`config.mk`:
```
export PLATFORM = sky130hd
export DESIGN_NAME = pc_sequencer_flat
export DESIGN_NICKNAME = d
export VERILOG_FILES = /design/src/rtl/pc_sequencer_if.sv /design/src/rtl/pc_sequencer.sv /design/src/flat_wrapper.sv
export SDC_FILE = /design/constraint.sdc
export NUM_CORES = 1
export LEC_CHECK = 0
export ABC_AREA = 1
export BUFFER_PORTS_ARGS = -buffer_cell sky130_fd_sc_hd__clkbuf_2
export CAP_MARGIN = 20
export CORE_ASPECT_RATIO = 1.25
export CORE_MARGIN = 2
export CORE_UTILIZATION = 45
export CTS_BUF_LIST = sky130_fd_sc_hd__clkbuf_8
export DETAILED_ROUTE_END_ITERATION = 12
export PLACE_DENSITY = 0.85
export SLEW_MARGIN = 10
export SYNTH_ARGS = -nofsm -noshare
export SYNTH_HDL_FRONTEND = slang
export SYNTH_SLANG_ARGS = --single-unit
```
`constraint.sdc`:
```
create_clock -name clk -period 2.5 [get_ports clk]
set_input_delay 0.125 -clock clk [delete_from_list [all_inputs] [get_ports clk]]
set_output_delay 0.125 -clock clk [all_outputs]
set_load 0.03 [all_outputs]
```
`src/rtl/pc_sequencer_if.sv`:
```
// Instruction-fetch / redirect bus between the PC sequencer and its datapath.
// master is the sequencer side; slave is the datapath / memory side.
interface pc_sequencer_if #(
    parameter int N = 32
);
    logic         imem_ack;
    logic         jump;
    logic [N-1:0] jump_target;
    logic         branch_taken;
    logic [N-1:0] branch_target;
    logic         stall;
    logic         halt;
    logic [N-1:0] PC_Value;
    logic [N-1:0] Next_PC;
    logic         imem_req;
    logic         instr_valid;
    logic         misaligned_trap;
    logic         fetch_error;
    logic         halted;

    modport master (
        input  imem_ack, jump, jump_target, branch_taken, branch_target, stall, halt,
        output PC_Value, Next_PC, imem_req, instr_valid, misaligned_trap, fetch_error, halted
    );

    modport slave (
        output imem_ack, jump, jump_target, branch_taken, branch_target, stall, halt,
        input  PC_Value, Next_PC, imem_req, instr_valid, misaligned_trap, fetch_error, halted
    );
endinterface

```
`src/rtl/pc_sequencer.sv`:
```
// Program-counter sequencer: IDLE -> FETCH -> EXEC loop with redirects, stall,
// halt, misaligned-target trap and fetch-ack timeout.
module pc_sequencer #(
    parameter int           N            = 32,
    parameter logic [N-1:0] RESET_VECTOR = '0,
    parameter logic [N-1:0] TRAP_VECTOR  = N'(32'h0000_0100),
    parameter int           MAX_WAIT     = 15
) (
    input  logic           clk,
    input  logic           reset,
    pc_sequencer_if.master bus
);

    typedef enum logic [1:0] {
        S_IDLE,
        S_FETCH,
        S_EXEC,
        S_HALTED
    } state_t;

    state_t       state, state_nxt;
    logic [N-1:0] pc, pc_nxt;
    logic [N-1:0] next_pc;
    logic [N-1:0] target;
    logic [7:0]   wait_cnt, wait_cnt_nxt;
    logic         err, err_nxt;
    logic         trap, trap_nxt;

    always_ff @(posedge clk or negedge reset) begin
        if (!reset) begin
            state    <= S_IDLE;
            pc       <= RESET_VECTOR;
            wait_cnt <= '0;
            err      <= 1'b0;
            trap     <= 1'b0;
        end else begin
            state    <= state_nxt;
            pc       <= pc_nxt;
            wait_cnt <= wait_cnt_nxt;
            err      <= err_nxt;
            trap     <= trap_nxt;
        end
    end

    always_comb begin
        state_nxt    = state;
        pc_nxt       = pc;
        wait_cnt_nxt = wait_cnt;
        err_nxt      = err;
        trap_nxt     = 1'b0;
        next_pc      = pc;
        target       = '0;
        unique case (state)
            S_IDLE: begin
                state_nxt    = S_FETCH;
                wait_cnt_nxt = '0;
            end
            S_FETCH: begin
                // An ack on the final allowed cycle still wins over the timeout.
                if (bus.imem_ack) begin
                    state_nxt    = S_EXEC;
                    wait_cnt_nxt = '0;
                end else if (wait_cnt == 8'(MAX_WAIT - 1)) begin
                    state_nxt    = S_HALTED;
                    err_nxt      = 1'b1;
                    wait_cnt_nxt = '0;
                end else begin
                    wait_cnt_nxt = wait_cnt + 8'd1;
                end
            end
            S_EXEC: begin
                if (bus.halt) begin
                    state_nxt = S_HALTED;
                end else if (!bus.stall) begin
                    target = bus.jump ? bus.jump_target : bus.branch_target;
                    if ((bus.jump || bus.branch_taken) && (target[1:0] != 2'b00)) begin
                        next_pc  = TRAP_VECTOR;
                        trap_nxt = 1'b1;
                    end else if (bus.jump || bus.branch_taken) begin
                        next_pc = target;
                    end else begin
                        next_pc = pc + N'(4);
                    end
                    pc_nxt    = next_pc;
                    state_nxt = S_FETCH;
                end
            end
            S_HALTED: begin
                state_nxt = S_HALTED;
            end
            default: begin
                state_nxt = S_IDLE;
            end
        endcase
    end

    assign bus.PC_Value        = pc;
    assign bus.Next_PC         = next_pc;
    assign bus.imem_req        = (state == S_FETCH);
    assign bus.instr_valid     = (state == S_EXEC);
    assign bus.halted          = (state == S_HALTED);
    assign bus.misaligned_trap = trap;
    assign bus.fetch_error     = err;

endmodule

```
`src/flat_wrapper.sv`:
```
// flat-port wrapper written by rule: the top's interface ports become plain ports
module pc_sequencer_flat 
#(
    parameter int           N            = 32,
    parameter logic [N-1:0] RESET_VECTOR = '0,
    parameter logic [N-1:0] TRAP_VECTOR  = N'(32'h0000_0100),
    parameter int           MAX_WAIT     = 15
)
  (clk, reset, bus_imem_ack, bus_jump, bus_jump_target, bus_branch_taken, bus_branch_target, bus_stall, bus_halt, bus_PC_Value, bus_Next_PC, bus_imem_req, bus_instr_valid, bus_misaligned_trap, bus_fetch_error, bus_halted);
  pc_sequencer_if #(.N(N)) bus_i ();
  input  logic clk;
  input  logic reset;
  input wire logic [$bits(bus_i.imem_ack)-1:0] bus_imem_ack;
  input wire logic [$bits(bus_i.jump)-1:0] bus_jump;
  input wire logic [$bits(bus_i.jump_target)-1:0] bus_jump_target;
  input wire logic [$bits(bus_i.branch_taken)-1:0] bus_branch_taken;
  input wire logic [$bits(bus_i.branch_target)-1:0] bus_branch_target;
  input wire logic [$bits(bus_i.stall)-1:0] bus_stall;
  input wire logic [$bits(bus_i.halt)-1:0] bus_halt;
  output wire logic [$bits(bus_i.PC_Value)-1:0] bus_PC_Value;
  output wire logic [$bits(bus_i.Next_PC)-1:0] bus_Next_PC;
  output wire logic [$bits(bus_i.imem_req)-1:0] bus_imem_req;
  output wire logic [$bits(bus_i.instr_valid)-1:0] bus_instr_valid;
  output wire logic [$bits(bus_i.misaligned_trap)-1:0] bus_misaligned_trap;
  output wire logic [$bits(bus_i.fetch_error)-1:0] bus_fetch_error;
  output wire logic [$bits(bus_i.halted)-1:0] bus_halted;
  assign bus_i.imem_ack = bus_imem_ack;
  assign bus_i.jump = bus_jump;
  assign bus_i.jump_target = bus_jump_target;
  assign bus_i.branch_taken = bus_branch_taken;
  assign bus_i.branch_target = bus_branch_target;
  assign bus_i.stall = bus_stall;
  assign bus_i.halt = bus_halt;
  assign bus_PC_Value = bus_i.PC_Value;
  assign bus_Next_PC = bus_i.Next_PC;
  assign bus_imem_req = bus_i.imem_req;
  assign bus_instr_valid = bus_i.instr_valid;
  assign bus_misaligned_trap = bus_i.misaligned_trap;
  assign bus_fetch_error = bus_i.fetch_error;
  assign bus_halted = bus_i.halted;
  pc_sequencer #(.N(N), .RESET_VECTOR(RESET_VECTOR), .TRAP_VECTOR(TRAP_VECTOR), .MAX_WAIT(MAX_WAIT)) u_core (.clk(clk), .reset(reset), .bus(bus_i));
endmodule
```
==> out/summary.txt <==
final non-filler cell total - 684
Worst EP required - 2.38 ns
WP buf/inv - 1
nature of the critical path endpoint - output port
clk_skew - 0.0129 ns
DR DRC count - 0
Fmax - 435 MHz
Mean Syn Cell Area - 6.67 µm²
Rel. slew slack - 0.622
CP startpoint kind - flop
grt ovf - 0
Synth top area share - 0.364
max-capacitance violation count - 0
dpl cells - 672
Final Slew Violations - 0
final setup vio count - 0
CTS root buffer - clkbuf_8
Avg WL per Cell - 14.5 µm
slowest cell on the critical path - dfrtp_1
worst setup path class - flop to output port
Total GRT Usage - 0.271
share of layout cells above drive strength 1 - 0.293
H-Tree Depth - 2
vias in the first global route - 3634
number of buffers added on ports - 139
P&R area growth vs syn - 31.2%
power consumption - 1.95 mW
initial DRC count - 314
fin crit share - 0.919
via count - 3668
first drt pass iteration count - 5
initial antenna violation count - 0
Cell Pwr Density - 492 nW/µm²
worst-path cell chain - nand2_1, nor2_1, nand2_1, nor2_2, nand2_1, nor2_1, nand2_1, nand3_1, nand2_1, nand2_1, clkbuf_2
unrepaired setup endpoints after global routing - no
Worst-path clk slew - 0.09 ns
post-layout min period - 2.30 ns
Die H - 95.6 µm
total wire length - 9930 µm
count of different cell masters after synthesis - 36
worst slack, placed - 0.486 ns
RD Place Congestion - 1.01
most frequent cells in the layout - nand2_1, clkbuf_2, nor2_1, dfrtp_1, inv_1
Num CTS Buffers - 5
# clock sinks - 44
CP Max Fanout - 6
row cnt - 33
outcome - finished, final reports clean
first-pass GRT wire length - 16200 µm
starting density of the core - 0.463
top post-synthesis cells by area - dfrtp_1, nand2_1, nor2_1
# nets final - 670
Fin Setup TNS - 0 ns
antenna-violating nets left - 0
final core occ - 0.608
Seq/Total Area, Yosys - 0.364
Die X - 77.3 µm
detailed placer's ending HPWL - 7490 µm
core area - 6520 µm²
final hold vios - 0
CP delay by family, top - simple AND/OR/NAND/NOR gates
syn_nets - 527
Crit path largest cell delay - 0.48 ns
commonest non-fill, non-tap cell in the layout - nand2_1
die area - 7390 µm²
total of warnings raised by yosys - 0
Final WS setup - 0.201 ns
worst hold path type - input port to flop
Critical Path AT - 2.17 ns
Seq cells post-synth - 44
crit-path most repeated cell - nand2_1
leakage power - 2.05 nW
Via density - 5.36
CTS tree - done
Syn Std Cell Area - 3020 µm²
Clock Tree Buf Depth - 2
# diodes - 0
largest net degree at the start of global routing - 45
post-synthesis cell count - 453
Worst VDD drop - 0.389 mV
I/O pins - 140
fill cell count - 621
dominant cell type by area after synthesis - dfrtp_1
clk_lat worst skew - 0.31 ns
Tightest Pin Transition - 0.567 ns
==> routing by layer <==
layer | GRT usage | up-vias | routed length (µm)
li1 | - | 1789 | -
met1 | 0.312 | 1655 | 4050
met2 | 0.492 | 190 | 4900
met3 | 0.0473 | 34 | 665
met4 | 0.125 | 0 | 308
met5 | 0 | - | 0
==> final timing paths <==
check,from,to,slack (ns),depth (start not counted)
setup / recovery,u_core.bus.PC_Value[7]$_DFF_PN0_,bus_Next_PC[25],0.20,11
hold / removal,bus_imem_ack,u_core.state[0]$_DFFE_PN0P_,0.03,2
setup reg to reg,u_core.bus.PC_Value[7]$_DFF_PN0_,u_core.bus.PC_Value[25]$_DFF_PN0_,0.71,9
hold reg to reg,u_core.bus.fetch_error$_DFFE_PN0P_,u_core.bus.fetch_error$_DFFE_PN0P_,0.47,1
max in group asynchronous,reset,u_core.bus.PC_Value[28]$_DFF_PN0_,1.68,3
min in group asynchronous,reset,u_core.bus.PC_Value[19]$_DFF_PN0_,0.43,3
==> per-stage QoR <==
step,hold WS [ns],area (µm²)
6_report,0.0304,3970
5_1_grt,0.0371,3970
4_1_cts,0.0202,3930
3_5_place_dp,0.245,3800
3_3_place_gp,0.236,3800
2_1_floorplan,-0.171,3020
==> synthesized netlist by cell type, drive strengths merged <==
cell type	instances
inv	40
a22oi	3
nand4	5
nand2	147
nor3	2
nand3	22
a22o	2
nor2	79
nor4b	1
a21o	2
or2	4
a21oi	11
o22ai	31
clkbuf	8
nand3b	3
dfrtp	44
o31ai	4
buf	4
o21ai	28
ha	3
xor2	5
a221oi	1
a31oi	1
xnor2	3
==> cells by family after synthesis <==
family	Yosys count	synth area share
flip-flops	44	0.364
XOR/XNOR	8	0.0232
adder cells (fa/ha/maj)	3	0.0124
buffers and inverters	52	0.0708
AND/OR/NAND/NOR	263	0.363
AO/OA/AOI/OAI	83	0.166
==> registers in the layout, indices dropped and copies added (netlist names) <==
signal,count
u_core.bus.PC_Value,32
u_core.bus.fetch_error,1
u_core.bus.misaligned_trap,1
u_core.state,2
u_core.wait_cnt,8
==> power breakdown <==
group	internal [mW]	switching, mW
combinational	0.188	0.344
clock	0.296	0.267
sequential	0.775	0.0805
==> final cells by class <==
| type | instances | area [µm²] | area share |
|---|---|---|---|
| flip-flops and latches | 44 | 1100 | 0.278 |
| multi-input cells | 357 | 1730 | 0.435 |
| well taps | 87 | 109 | 0.0275 |
| clock inverters | 3 | 42.5 | 0.0107 |
| clock buffers | 5 | 68.8 | 0.0174 |
| repair buffers | 148 | 766 | 0.193 |
| inverters | 40 | 153 | 0.0385 |
==> timing repair <==
item                       CTS  global route
hold endpoints to repair    44             0
buffers inserted             0             3
setup endpoints to repair    0            15
hold buffers                 1             0
gates resized for setup      0             6
Power figures use the tool's default switching activity.
